File: config.mk
export PLATFORM = sky130hd
export DESIGN_NAME = apb_xfer_engine_flat
export DESIGN_NICKNAME = d
export VERILOG_FILES = /design/src/rtl/apb_bridge_pkg.sv /design/src/rtl/apb_xfer_engine_if.sv /design/src/rtl/apb_addr_decoder.sv /design/src/rtl/apb_xfer_engine.sv /design/src/flat_wrapper.sv
export SDC_FILE = /design/constraint.sdc
export NUM_CORES = 1
export LEC_CHECK = 0
export CORE_AREA = 4 4 135 98
export DETAILED_ROUTE_END_ITERATION = 8
export DIE_AREA = 0 0 139 102
export PLACE_DENSITY = 0.8
export SYNTH_ARGS = -nofsm -noshare
export SYNTH_HDL_FRONTEND = slang
export SYNTH_SLANG_ARGS = --single-unit
File: constraint.sdc
create_clock -name clk -period 2.65 [get_ports clk]
set_input_delay 0.6625 -clock clk [delete_from_list [all_inputs] [get_ports clk]]
set_output_delay 0.6625 -clock clk [all_outputs]
set_load 0.01 [all_outputs]
File: src/rtl/apb_bridge_pkg.sv
// Shared types and address map for the AXI2APB bridge stages.
// Used by the burst manager, decoder and APB transfer engine.
package apb_bridge_pkg;

  typedef enum logic [1:0] {
    ST_IDLE   = 2'd0,
    ST_SETUP  = 2'd1,
    ST_ACCESS = 2'd2,
    ST_RESP   = 2'd3
  } apb_state_e;

  typedef enum logic [1:0] {
    SEL_NONE = 2'b00,
    SEL_SLV1 = 2'b01,
    SEL_SLV2 = 2'b10
  } slv_sel_e;

  localparam logic [31:0] SLV1_START = 32'h0001_F000;
  localparam logic [31:0] SLV1_END   = 32'h0001_FFFF;
  localparam logic [31:0] SLV2_START = 32'h0002_F000;
  localparam logic [31:0] SLV2_END   = 32'h0002_FFFF;

endpackage

File: src/rtl/apb_xfer_engine_if.sv
// Beat request/response and APB bus bundle of the transfer engine.
// master = engine side, slave = requester plus APB slaves.
interface apb_xfer_engine_if #(
  parameter int ADDR_WIDTH = 32,
  parameter int DATA_WIDTH = 32
);
  localparam int STRB_WIDTH = DATA_WIDTH / 8;

  logic                  req_valid_i;
  logic                  req_ready_o;
  logic                  req_write_i;
  logic [ADDR_WIDTH-1:0] req_addr_i;
  logic [DATA_WIDTH-1:0] req_wdata_i;
  logic [STRB_WIDTH-1:0] req_strb_i;

  logic                  transfer_done_o;
  logic [DATA_WIDTH-1:0] rsp_rdata_o;
  logic                  rsp_err_o;

  logic [1:0]            psel_o;
  logic                  penable_o;
  logic                  pwrite_o;
  logic [ADDR_WIDTH-1:0] paddr_o;
  logic [DATA_WIDTH-1:0] pwdata_o;
  logic [STRB_WIDTH-1:0] pstrb_o;

  logic [DATA_WIDTH-1:0] prdata1_i;
  logic [DATA_WIDTH-1:0] prdata2_i;
  logic                  pready1_i;
  logic                  pready2_i;
  logic                  pslverr1_i;
  logic                  pslverr2_i;

  modport master (
    input  req_valid_i, req_write_i,
    input  req_addr_i, req_wdata_i,
    input  req_strb_i,
    output req_ready_o,
    output transfer_done_o,
    output rsp_rdata_o, rsp_err_o,
    output psel_o, penable_o, pwrite_o,
    output paddr_o, pwdata_o, pstrb_o,
    input  prdata1_i, prdata2_i,
    input  pready1_i, pready2_i,
    input  pslverr1_i, pslverr2_i
  );

  modport slave (
    output req_valid_i, req_write_i,
    output req_addr_i, req_wdata_i,
    output req_strb_i,
    input  req_ready_o,
    input  transfer_done_o,
    input  rsp_rdata_o, rsp_err_o,
    input  psel_o, penable_o, pwrite_o,
    input  paddr_o, pwdata_o, pstrb_o,
    output prdata1_i, prdata2_i,
    output pready1_i, pready2_i,
    output pslverr1_i, pslverr2_i
  );

endinterface

File: src/rtl/apb_addr_decoder.sv
// Combinational APB slave window decoder: addr -> hit + one-hot psel.
// Shared by several bridge stages.
module apb_addr_decoder
  import apb_bridge_pkg::*;
#(
  parameter int ADDR_WIDTH = 32
) (
  input  logic [ADDR_WIDTH-1:0] addr,
  output logic                  hit,
  output logic [1:0]            psel
);

  localparam logic [ADDR_WIDTH-1:0] S1_LO =
    ADDR_WIDTH'(SLV1_START);
  localparam logic [ADDR_WIDTH-1:0] S1_HI =
    ADDR_WIDTH'(SLV1_END);
  localparam logic [ADDR_WIDTH-1:0] S2_LO =
    ADDR_WIDTH'(SLV2_START);
  localparam logic [ADDR_WIDTH-1:0] S2_HI =
    ADDR_WIDTH'(SLV2_END);

  slv_sel_e sel;
  logic     in1;
  logic     in2;

  assign in1 = (addr >= S1_LO) && (addr <= S1_HI);
  assign in2 = (addr >= S2_LO) && (addr <= S2_HI);

  always_comb begin
    sel = SEL_NONE;
    unique case (1'b1)
      in1:     sel = SEL_SLV1;
      in2:     sel = SEL_SLV2;
      default: sel = SEL_NONE;
    endcase
  end

  assign psel = sel;
  assign hit  = (sel != SEL_NONE);

endmodule

File: src/rtl/apb_xfer_engine.sv
// APB master stage of the AXI2APB bridge: one beat per
// SETUP/ACCESS transfer, bounded PREADY wait, 1-cycle done pulse.
module apb_xfer_engine
  import apb_bridge_pkg::*;
#(
  parameter int ADDR_WIDTH     = 32,
  parameter int DATA_WIDTH     = 32,
  parameter int TIMEOUT_CYCLES = 16
) (
  input  logic                clk,
  input  logic                rst_n,
  apb_xfer_engine_if.master   bus
);

  localparam int STRB_WIDTH = DATA_WIDTH / 8;
  localparam int CNT_W      = $clog2(TIMEOUT_CYCLES + 1);
  localparam logic [CNT_W-1:0] CNT_MAX =
    CNT_W'(TIMEOUT_CYCLES);

  apb_state_e state_q;
  apb_state_e state_d;

  logic                  wr_q;
  logic [ADDR_WIDTH-1:0] addr_q;
  logic [DATA_WIDTH-1:0] wdata_q;
  logic [STRB_WIDTH-1:0] strb_q;
  logic [1:0]            sel_q;
  logic [CNT_W-1:0]      cnt_q;
  logic [CNT_W-1:0]      cnt_d;
  logic [CNT_W-1:0]      cnt_inc;
  logic [DATA_WIDTH-1:0] rdata_q;
  logic                  err_q;

  logic                  dec_hit;
  logic [1:0]            dec_psel;

  logic                  cap;
  logic                  rsp_ld;
  logic                  rsp_err_d;
  logic [DATA_WIDTH-1:0] rsp_rdata_d;

  logic                  s_ready;
  logic                  s_err;
  logic [DATA_WIDTH-1:0] s_rdata;

  apb_addr_decoder #(
    .ADDR_WIDTH (ADDR_WIDTH)
  ) u_dec (
    .addr (bus.req_addr_i),
    .hit  (dec_hit),
    .psel (dec_psel)
  );

  // Only the slave latched for this beat is listened to.
  always_comb begin
    s_ready = 1'b0;
    s_err   = 1'b0;
    s_rdata = '0;
    unique case (1'b1)
      sel_q[0]: begin
        s_ready = bus.pready1_i;
        s_err   = bus.pslverr1_i;
        s_rdata = bus.prdata1_i;
      end
      sel_q[1]: begin
        s_ready = bus.pready2_i;
        s_err   = bus.pslverr2_i;
        s_rdata = bus.prdata2_i;
      end
      default: ;
    endcase
  end

  assign cnt_inc = cnt_q + CNT_W'(1);

  always_comb begin
    state_d     = state_q;
    cnt_d       = cnt_q;
    cap         = 1'b0;
    rsp_ld      = 1'b0;
    rsp_err_d   = 1'b0;
    rsp_rdata_d = '0;
    unique case (state_q)
      ST_IDLE: begin
        if (bus.req_valid_i) begin
          cap = 1'b1;
          if (dec_hit) begin
            state_d = ST_SETUP;
            cnt_d   = '0;
          end else begin
            state_d   = ST_RESP;
            rsp_ld    = 1'b1;
            rsp_err_d = 1'b1;
          end
        end
      end
      ST_SETUP: begin
        state_d = ST_ACCESS;
      end
      ST_ACCESS: begin
        if (s_ready) begin
          state_d   = ST_RESP;
          rsp_ld    = 1'b1;
          rsp_err_d = s_err;
          if (!wr_q && !s_err)
            rsp_rdata_d = s_rdata;
        end else begin
          cnt_d = cnt_inc;
          if (cnt_inc == CNT_MAX) begin
            state_d   = ST_RESP;
            rsp_ld    = 1'b1;
            rsp_err_d = 1'b1;
          end
        end
      end
      ST_RESP: begin
        state_d = ST_IDLE;
      end
      default: begin
        state_d = ST_IDLE;
      end
    endcase
  end

  always_ff @(posedge clk or negedge rst_n) begin
    if (!rst_n) begin
      state_q <= ST_IDLE;
      cnt_q   <= '0;
      wr_q    <= 1'b0;
      addr_q  <= '0;
      wdata_q <= '0;
      strb_q  <= '0;
      sel_q   <= '0;
      rdata_q <= '0;
      err_q   <= 1'b0;
    end else begin
      state_q <= state_d;
      cnt_q   <= cnt_d;
      if (cap) begin
        wr_q    <= bus.req_write_i;
        addr_q  <= bus.req_addr_i;
        wdata_q <= bus.req_wdata_i;
        strb_q  <= bus.req_write_i ?
                   bus.req_strb_i : '0;
        sel_q   <= dec_psel;
      end
      if (rsp_ld) begin
        rdata_q <= rsp_rdata_d;
        err_q   <= rsp_err_d;
      end
    end
  end

  // Bus strobes decode straight off state so reset drops them at once.
  assign bus.req_ready_o     = (state_q == ST_IDLE);
  assign bus.transfer_done_o = (state_q == ST_RESP);
  assign bus.penable_o       = (state_q == ST_ACCESS);
  assign bus.psel_o          =
    ((state_q == ST_SETUP) || (state_q == ST_ACCESS)) ?
    sel_q : 2'b00;

  assign bus.pwrite_o    = wr_q;
  assign bus.paddr_o     = addr_q;
  assign bus.pwdata_o    = wdata_q;
  assign bus.pstrb_o     = strb_q;
  assign bus.rsp_rdata_o = rdata_q;
  assign bus.rsp_err_o   = err_q;

endmodule

File: src/flat_wrapper.sv
// flat-port wrapper written by rule: the top's interface ports become plain ports
module apb_xfer_engine_flat import apb_bridge_pkg::*;
#(
  parameter int ADDR_WIDTH     = 32,
  parameter int DATA_WIDTH     = 32,
  parameter int TIMEOUT_CYCLES = 16
)
  (clk, rst_n, bus_req_valid_i, bus_req_write_i, bus_req_addr_i, bus_req_wdata_i, bus_req_strb_i, bus_req_ready_o, bus_transfer_done_o, bus_rsp_rdata_o, bus_rsp_err_o, bus_psel_o, bus_penable_o, bus_pwrite_o, bus_paddr_o, bus_pwdata_o, bus_pstrb_o, bus_prdata1_i, bus_prdata2_i, bus_pready1_i, bus_pready2_i, bus_pslverr1_i, bus_pslverr2_i);
  apb_xfer_engine_if #(.ADDR_WIDTH(ADDR_WIDTH), .DATA_WIDTH(DATA_WIDTH)) bus_i ();
  input  logic clk;
  input  logic rst_n;
  input wire logic [$bits(bus_i.req_valid_i)-1:0] bus_req_valid_i;
  input wire logic [$bits(bus_i.req_write_i)-1:0] bus_req_write_i;
  input wire logic [$bits(bus_i.req_addr_i)-1:0] bus_req_addr_i;
  input wire logic [$bits(bus_i.req_wdata_i)-1:0] bus_req_wdata_i;
  input wire logic [$bits(bus_i.req_strb_i)-1:0] bus_req_strb_i;
  output wire logic [$bits(bus_i.req_ready_o)-1:0] bus_req_ready_o;
  output wire logic [$bits(bus_i.transfer_done_o)-1:0] bus_transfer_done_o;
  output wire logic [$bits(bus_i.rsp_rdata_o)-1:0] bus_rsp_rdata_o;
  output wire logic [$bits(bus_i.rsp_err_o)-1:0] bus_rsp_err_o;
  output wire logic [$bits(bus_i.psel_o)-1:0] bus_psel_o;
  output wire logic [$bits(bus_i.penable_o)-1:0] bus_penable_o;
  output wire logic [$bits(bus_i.pwrite_o)-1:0] bus_pwrite_o;
  output wire logic [$bits(bus_i.paddr_o)-1:0] bus_paddr_o;
  output wire logic [$bits(bus_i.pwdata_o)-1:0] bus_pwdata_o;
  output wire logic [$bits(bus_i.pstrb_o)-1:0] bus_pstrb_o;
  input wire logic [$bits(bus_i.prdata1_i)-1:0] bus_prdata1_i;
  input wire logic [$bits(bus_i.prdata2_i)-1:0] bus_prdata2_i;
  input wire logic [$bits(bus_i.pready1_i)-1:0] bus_pready1_i;
  input wire logic [$bits(bus_i.pready2_i)-1:0] bus_pready2_i;
  input wire logic [$bits(bus_i.pslverr1_i)-1:0] bus_pslverr1_i;
  input wire logic [$bits(bus_i.pslverr2_i)-1:0] bus_pslverr2_i;
  assign bus_i.req_valid_i = bus_req_valid_i;
  assign bus_i.req_write_i = bus_req_write_i;
  assign bus_i.req_addr_i = bus_req_addr_i;
  assign bus_i.req_wdata_i = bus_req_wdata_i;
  assign bus_i.req_strb_i = bus_req_strb_i;
  assign bus_req_ready_o = bus_i.req_ready_o;
  assign bus_transfer_done_o = bus_i.transfer_done_o;
  assign bus_rsp_rdata_o = bus_i.rsp_rdata_o;
  assign bus_rsp_err_o = bus_i.rsp_err_o;
  assign bus_psel_o = bus_i.psel_o;
  assign bus_penable_o = bus_i.penable_o;
  assign bus_pwrite_o = bus_i.pwrite_o;
  assign bus_paddr_o = bus_i.paddr_o;
  assign bus_pwdata_o = bus_i.pwdata_o;
  assign bus_pstrb_o = bus_i.pstrb_o;
  assign bus_i.prdata1_i = bus_prdata1_i;
  assign bus_i.prdata2_i = bus_prdata2_i;
  assign bus_i.pready1_i = bus_pready1_i;
  assign bus_i.pready2_i = bus_pready2_i;
  assign bus_i.pslverr1_i = bus_pslverr1_i;
  assign bus_i.pslverr2_i = bus_pslverr2_i;
  apb_xfer_engine #(.ADDR_WIDTH(ADDR_WIDTH), .DATA_WIDTH(DATA_WIDTH), .TIMEOUT_CYCLES(TIMEOUT_CYCLES)) u_core (.clk(clk), .rst_n(rst_n), .bus(bus_i));
endmodule
==> results.sh <==
export IMPL_outcome="finished, final reports clean"
export IMPL_leakagePower_nw=3.05
export IMPL_netlist_cell_type_count=40
export IMPL_drcViolationCount=0
export IMPL_fin_util_pct=63.4
export IMPL_finalClockSkew_ps=8.59
export IMPL_dieArea_um2=14200
export IMPL_cts_resized=0
export IMPL_track_usage_pct=20.1
export IMPL_core_rowCount=34
export IMPL_drtAntennaViolNets=0
export IMPL_antenna_cells=0
export IMPL_grtUsageMet2_pct=33.5
export IMPL_period_needed_ps=2490
export IMPL_crit_type="flop to primary output"
export IMPL_vias_per_cell=5.13
export IMPL_setup_viol=0
export IMPL_antenna_found_initial=0
export IMPL_worst_slew_pin_transition_ps=424
export IMPL_pre_cts_ws_ps=-206
export IMPL_start_util_pct=38.8
export IMPL_clk_pin_slew_ps=70
export IMPL_cts_sinks=111
export IMPL_cts_buffers=9
export IMPL_post_route_period_util_pct=94.1
export IMPL_ir_worst_vdd_v=0.000563
export IMPL_worst_path_max_fanout=3
export IMPL_cp_start_kind="flop"
export IMPL_synth_most_common_cell="dfrtp_1"
export IMPL_slew_viol_final=0
export IMPL_hold_viol=0
export IMPL_dr_first_iter_drc_count=147
export IMPL_cts_root_buf="clkbuf_16"
export IMPL_finalWorstSetupSlack_ps=157
export IMPL_rsz0062_at_grt="no"
export IMPL_grt_max_degree=64
export IMPL_layout_drive_gt1_share_pct=16.6
export IMPL_die_h_um=102
export IMPL_multi_input_area_um2=1790
export IMPL_end_kind="primary output"
export IMPL_synthCells=347
export IMPL_p_per_area_nw_per_um2=899
export IMPL_nNetsFinal=736
export IMPL_port_buffers=246
export IMPL_met1_usage_pct=22.6
export IMPL_wirelength_um=14400
export IMPL_wl_per_cell_um=19.0
export IMPL_slowest_delay_ps=550
export IMPL_cts_tree="done"
export IMPL_async_flop_share_pct=100
export IMPL_die_w_um=139
export IMPL_ios=247
export IMPL_synth_common_cells="dfrtp_1, mux2_2, o2bb2ai_1"
export IMPL_postSynthNetCount=491
export IMPL_insertion_delay_ps=340
export IMPL_core_area_um2=12100
export IMPL_ys_seq_elements=111
export IMPL_crit_chain="inv_1 -> ha_1 -> and2_1 -> clkdlybuf4s50_1"
export IMPL_grt_remaining_overflow=0
export IMPL_synthFlopType="dfrtp_1"
export IMPL_synth_area_top_cells="dfrtp_1, mux2_2, o2bb2ai_1"
export IMPL_syn_to_final_growth_pct=63.4
export IMPL_grtUsageMet3_pct=11.1
export IMPL_place_congestion=0.886
export IMPL_crit_arrival_ps=1830
export IMPL_drv_cap=0
export IMPL_grt_busiest_layer="met2"
export IMPL_finalSetupTns_ps=0
export IMPL_synth_avg_cell_area_um2=13.5
export IMPL_yosysWarnings=0
export IMPL_clock_fmax_ghz=0.401
export IMPL_cts_hold_buf=0
export IMPL_num_vias=3892
export IMPL_first_global_vias=4165
export IMPL_dpl_hpwl_um=11100
export IMPL_syn_area_um2=4690
export IMPL_cts_max_level=3
export IMPL_seq_area_frac_synth_pct=59.3
export IMPL_post_cts_buffers=0
export IMPL_synth_top_area_share_pct=59.3
export IMPL_ff_latch_area_um2=2780
export IMPL_slowest_stage="clkdlybuf4s50_1"
export IMPL_yosys_area_top_type="dfrtp_1"
export IMPL_grt_first_pass_wirelength_um=22500
export IMPL_clockBufferDepth=2
export IMPL_drtPass1Iterations=4
export IMPL_hp_class="input port to asynchronous set/reset pin"
export IMPL_relSlewSlack_pct=71.8
export IMPL_num_fill_cells=909
export IMPL_cp_required_ps=1990
export IMPL_synth_edf_count=0
export IMPL_ff2ff_setup_slack_ps=650
==> metal layers <==
metal  wire length, µm  part of all wire [%]  vias up
li1                  -                     -     1792
met1              5570                    39     1887
met2              6950                    48      193
met3              1700                    12       20
met4               222                   1.5        0
met5                 0                     0        -
==> per-stage QoR <==
step                      power (mW)  std cells  hold WS, ps  area [µm²]
after global placement          5.49        743          464        7370
after CTS                       6.97        758          181        7660
after global routing            7.29        758          186        7660
after detailed placement        5.60        743          473        7370
after floorplan                 3.86        347          367        4690
final                           6.88        758          187        7660
==> flip-flops by register name, summed over array words and instances, names as in the netlist <==
register,flops
u_core.state_q,2
u_core.bus.paddr_o,32
u_core.cnt_q,5
u_core.bus.rsp_err_o,1
u_core.bus.pstrb_o,4
u_core.bus.rsp_rdata_o,32
u_core.sel_q,2
u_core.bus.pwdata_o,32
u_core.bus.pwrite_o,1
==> logic make-up after synthesis <==
| logic type | count (synthesis) | share of synthesized area (%) |
|---|---|---|
| and+or+nand+nor | 44 | 5.66 |
| muxes | 65 | 15.6 |
| DFF | 111 | 59.3 |
| adders and majority gates | 4 | 1.07 |
| buffers and inverters | 27 | 2.67 |
| xor gates and xnor gates | 1 | 0.187 |
| AOI/OAI and AO/OA | 95 | 15.5 |
==> worst paths after layout <==
check | endpoint | depth (start not counted) | startpoint
setup / recovery | bus_psel_o[0] | 4 | u_core.state_q[0]
hold / removal | u_core.bus.rsp_rdata_o[18] | 1 | rst_n
setup reg to reg | u_core.bus.rsp_rdata_o[25] | 8 | u_core.state_q[0]
hold reg to reg | u_core.bus.rsp_rdata_o[5] | 1 | u_core.bus.rsp_rdata_o[5]
max in group asynchronous | u_core.bus.paddr_o[12] | 2 | rst_n
min in group clk | u_core.bus.rsp_rdata_o[5] | 1 | u_core.bus.rsp_rdata_o[5]
==> cell usage in the layout (no fill, tap or decap), drive strengths merged, types with 3 or more instances in the layout <==
master	count
ha	4
a22oi	32
inv	3
o2bb2ai	33
nand3	4
dfrtp	111
nand2b	6
o21ai	14
mux2	65
clkbuf	10
a21boi	3
clkinvlp	4
clkdlybuf4s50	245
buf	13
nand2	15
nand3b	3
==> cell type report <==
class / count / area share [%]
Clock buffer: 10 / 2.99
Clock inverter: 5 / 0.784
Inverter: 3 / 0.147
Multi-Input combinational cell: 209 / 23.4
Sequential cell: 111 / 36.3
Tap cell: 162 / 2.65
Timing Repair Buffer: 258 / 33.8
==> worst max-delay path: cells and delay by family (launching register included) <==
kind                       cells  cell delay (ps)
DFF                            1              380
adders and majority gates      1              330
buffers and inverters          2              620
and+or+nand+nor                1              150
==> where the power goes <==
part / internal (mW) / switching, mW / total (mW) / leakage [nW]
Clock: 0.729 / 0.601 / 1.33 / 0.127
Combinational: 1.79 / 1.15 / 2.94 / 1.53
Sequential: 2.28 / 0.336 / 2.62 / 1.40
Total: 4.80 / 2.08 / 6.88 / 3.05
No activity file was read; power rests on OpenSTA's default activity.
